### config.mk
export PLATFORM = sky130hd
export DESIGN_NAME = product_accumulator
export DESIGN_NICKNAME = d
export VERILOG_FILES = /design/src/rtl/product_accumulator.sv
export SDC_FILE = /design/constraint.sdc
export NUM_CORES = 1
export LEC_CHECK = 0
export BUFFER_PORTS_ARGS = -buffer_cell sky130_fd_sc_hd__buf_2
export CORE_MARGIN = 3
export CORE_UTILIZATION = 23
export DETAILED_ROUTE_END_ITERATION = 16
export HOLD_SLACK_MARGIN = 0.1
export PLACE_DENSITY = 0.44
export SLEW_MARGIN = 20
export SYNTH_ARGS = -nofsm -noshare
export SYNTH_HDL_FRONTEND = slang
export SYNTH_SLANG_ARGS = --single-unit
### constraint.sdc
create_clock -name clk -period 4.8 [get_ports clk]
set_input_delay 0.72 -clock clk [delete_from_list [all_inputs] [get_ports clk]]
set_output_delay 0.72 -clock clk [all_outputs]
set_load 0.01 [all_outputs]
### src/rtl/product_accumulator.sv
// Sums N_TERMS unsigned products from a valid/ready stream into a saturating
// accumulator, then holds the result on an output handshake until it is taken.
module product_accumulator #(
  parameter int PROD_W  = 8,
  parameter int ACC_W   = 10,
  parameter int N_TERMS = 8
) (
  input  logic              clk,
  input  logic              rst_n,
  input  logic              start,
  input  logic              in_valid,
  output logic              in_ready,
  input  logic [PROD_W-1:0] product_in,
  output logic              out_valid,
  input  logic              out_ready,
  output logic [ACC_W-1:0]  acc_out,
  output logic              overflow,
  output logic              busy
);

  localparam int CNT_W = $clog2(N_TERMS) + 1;
  localparam int SUM_W = ((PROD_W > ACC_W) ? PROD_W : ACC_W) + 1;
  localparam logic [ACC_W-1:0] ACC_MAX   = {ACC_W{1'b1}};
  localparam logic [CNT_W-1:0] LAST_BEAT = CNT_W'(N_TERMS - 1);

  typedef enum logic [1:0] {
    IDLE  = 2'd0,
    ACCUM = 2'd1,
    HOLD  = 2'd2
  } state_t;

  state_t             state, state_next;
  logic [ACC_W-1:0]   acc_next;
  logic [CNT_W-1:0]   cnt, cnt_next;
  logic               overflow_next;
  logic [SUM_W-1:0]   sum;

  // Sum is formed wide enough for both operands so a large product is never truncated.
  assign sum = SUM_W'(acc_out) + SUM_W'(product_in);

  // Next-state and datapath update.
  always_comb begin
    state_next    = state;
    acc_next      = acc_out;
    cnt_next      = cnt;
    overflow_next = overflow;
    case (state)
      IDLE: begin
        if (start) begin
          state_next    = ACCUM;
          acc_next      = {ACC_W{1'b0}};
          cnt_next      = {CNT_W{1'b0}};
          overflow_next = 1'b0;
        end else begin
          state_next = IDLE;
        end
      end
      ACCUM: begin
        if (in_valid) begin
          if (sum > SUM_W'(ACC_MAX)) begin
            acc_next      = ACC_MAX;
            overflow_next = 1'b1;
          end else begin
            acc_next = sum[ACC_W-1:0];
          end
          cnt_next = cnt + CNT_W'(1);
          if (cnt == LAST_BEAT) begin
            state_next = HOLD;
          end else begin
            state_next = ACCUM;
          end
        end else begin
          state_next = ACCUM;
        end
      end
      HOLD: begin
        if (out_ready) begin
          state_next = IDLE;
        end else begin
          state_next = HOLD;
        end
      end
      default: begin
        state_next = IDLE;
      end
    endcase
  end

  // State, datapath and handshake flags; flags are decoded from the next state
  // so they track the state register exactly without a combinational output path.
  always_ff @(posedge clk or negedge rst_n) begin
    if (!rst_n) begin
      state     <= IDLE;
      acc_out   <= {ACC_W{1'b0}};
      cnt       <= {CNT_W{1'b0}};
      overflow  <= 1'b0;
      in_ready  <= 1'b0;
      out_valid <= 1'b0;
      busy      <= 1'b0;
    end else begin
      state     <= state_next;
      acc_out   <= acc_next;
      cnt       <= cnt_next;
      overflow  <= overflow_next;
      in_ready  <= (state_next == ACCUM);
      out_valid <= (state_next == HOLD);
      busy      <= (state_next != IDLE);
    end
  end

endmodule
==> metrics.cfg <==
[setup_path]
worstPathRequired_ns = 4.91
crit_start = product_in[0]
startpoint_type = input pin
cp-end-kind = register
r2r-start = acc_out[0]$_DFFE_PN0P_
crit_fanout = 3
arrival_ns = 2.47
crit_type = input pin to register

[route]
vias_per_cell = 4.72
route.detailed.drc = 0
vias = 1062
dr.first_iter.drc_count = 35
drtAntennaViolNets = 0
drt_first_pass_iters = 4
routed_wl_um = 3120
wire_per_inst_um = 13.8

[global_routing]
grt_pass1_wl_um = 5460
grt_pass1_vias = 1155
grt-ovfl-total = 0
track_usage_pct = 10.7
antenna_found_initial = 0
grt_start_max_net_pins = 21

[layout]
mostFrequentLayoutCells = buf_2 (26), dfrtp_1 (20), a21oi_1 (12)
layout-drive-gt1-share_pct = 27.1
nets = 179
area_growth_pct = 21.0
antennaDiodeCount = 0
fin_cells = 225
final_common_cell = buf_2
fin_area_um2 = 1530
fillCellCount = 585
multi_input_area_um2 = 722
regArea_um2 = 500

[pwr]
peakVddDrop_uv = 207
power.density_nw_per_um2 = 681
p_leak_nw = 0.686

[place]
pre_cts_slack_ns = 2.18
place_area_um2 = 1460
dp.cells = 221
gp_congestion = 0.770
portBuffers = 26
dp_hpwl_um = 2400

[min_path]
min_path_type = input pin to asynchronous set/reset pin

[sta]
timing.fmax_ghz = 0.424
tightest_slew_ns = 0.655
drv_slew = 0
setup_viol = 0
rsz0062_at_grt = no
hold_violations = 0
min_period_ns = 2.36
finalSetupTns_ns = 0
finalWorstSetupSlack_ns = 2.44
finalCritPeriodShare_pct = 49.1
max_slew_margin_pct = 56.3
finClkSkew_ns = 0.00617

[synth]
yosys.area_share.simple_pct = 15.8
synth_seq_cells = 20
synth.avg_cell_area_um2 = 9.81
synth_compound_area_share_pct = 25.8
synth_top_family_by_area = compound AO/OA/AOI/OAI gates
synth-xor-area-share_pct = 4.15
ys_seq_area_share_pct = 39.6
ys_types = 42
yosys_warnings = 0
synth_nets = 152
synth_adder_area_share_pct = 10.5
synth_cells = 129
synth_area_um2 = 1260
synth_mux_area_share_pct = 0.791

[cts]
post_cts.repair.setup_buffers = 0
clk_pin_slew_worst_paths_ns = 0.09
worstSkewPairLatency_ns = 0.27
cts-htree-levels = 1
postCtsHoldBufs = 0
clk_path_buf_depth = 2
root_buffer = clkbuf_8
cts-buffers-inserted = 3
post_cts_resized = 0
cts_tree = yes
clock-sinks = 20

[floorplanning]
die_h_um = 80.2
coreArea_um2 = 5200
num_rows = 26
io_pins = 27
die_x_um = 80.2
dieArea_um2 = 6430
initial_core_util_pct = 24.3

[flow_run]
max_cap_viol_count = 0

[run_status]
status = complete, no violations

==> worst max-delay path, stage by stage <==
cell and delay, ns:
buf_2 0.08, ha_1 0.18, inv_1 0.06, fa_1 0.44, nor2b_4 0.17, o211ai_2 0.09
mux2i_1 0.13, a2111oi_0 0.45, a31oi_1 0.14
==> synthesized netlist by cell type <==
cell,n,share of area [%]
dfrtp_1,20,40
a21oi_1,12,4.7
nand2_1,11,3.3
ha_1,9,8.9
nor2_1,9,2.7
a31oi_1,6,3.0
inv_1,5,1.5
xor2_1,4,2.8
a21o_1,3,1.8
nand4b_1,3,2.1
o21ai_0,3,1.2
o21ai_1,3,1.2
a211oi_1,2,1.2
a21oi_2,2,1.4
a31oi_2,2,2.0
clkbuf_1,2,0.59
nand2b_1,2,0.99
nand4_1,2,0.99
nor2_2,2,0.99
nor3_1,2,0.79
o211ai_1,2,1.2
or2_1,2,0.99
xnor2_1,2,1.4
a2111oi_0,1,0.69
a2111oi_2,1,1.2
a211o_1,1,0.69
a211oi_2,1,0.99
a22o_1,1,0.69
buf_2,1,0.40
buf_6,1,0.89
fa_1,1,1.6
mux2i_1,1,0.79
nand3_1,1,0.40
nor2b_4,1,1.1
nor3b_1,1,0.59
o211ai_2,1,0.99
o21a_1,1,0.59
o21ba_1,1,0.79
o21bai_1,1,0.59
o31ai_2,1,0.99
or2_0,1,0.49
or2_2,1,0.49
==> stage by stage <==
stage	power [W]	util [%]	hold WS, ns
after floorplan	0.000720	-	0.424
after global placement	0.000863	28.0	0.491
after detailed placement	0.000876	28.0	0.500
final	0.00104	29.4	0.398
after CTS	0.00105	29.4	0.408
after global routing	0.00114	29.4	0.428
==> per-layer routing <==
layer  track usage, %  up-vias  share of wire (%)
met5                0        -                  0
met4             1.52        0               0.42
met3             3.25        2                6.5
met2             17.7       29                 45
met1             14.0      507                 48
li1                 -      524                  -
==> power breakdown <==
part	total (W)	switching, W	internal, W
logic	0.000558	0.000316	0.000242
registers	0.000309	0.0000665	0.000243
clock network	0.000175	0.0000635	0.000111
==> worst paths after layout <==
kind | endpoint | cells after the start | slack (ns)
worst max-delay path | acc_out[6]$_DFFE_PN0P_ | 9 | 2.44
min in group clk | overflow$_DFFE_PN0P_ | 2 | 0.50
worst min register to register | overflow$_DFFE_PN0P_ | 2 | 0.50
worst min-delay path | in_ready$_DFF_PN0_ | 1 | 0.40
worst max register to register | acc_out[6]$_DFFE_PN0P_ | 8 | 2.60
max in group asynchronous | overflow$_DFFE_PN0P_ | 1 | 4.07
==> kinds of logic (layout without fill, tap and decap cells) <==
group	count (synthesis)	in the layout
XOR/XNOR	6	6
adder cells (fa/ha/maj)	10	10
multiplexers	1	1
buffers and inverters	9	35
flip-flops	20	20
AO/OA/AOI/OAI	45	45
AND/OR/NAND/NOR	38	38
==> area by class of cell <==
type                            instances  area share, %
Inverter                                5           1.23
Sequential cell                        20           32.7
Tap cell                               70           5.72
Clock buffer                            3           2.70
Timing Repair Buffer                   26           8.50
Multi-Input combinational cell        100           47.2
Clock inverter                          1           1.96
==> sequential cells by signal, summed over array words and instances, names as in the netlist <==
register   count
acc_out       10
busy           1
cnt            4
in_ready       1
out_valid      1
overflow       1
state          2
(Power assumes the default switching activity.)
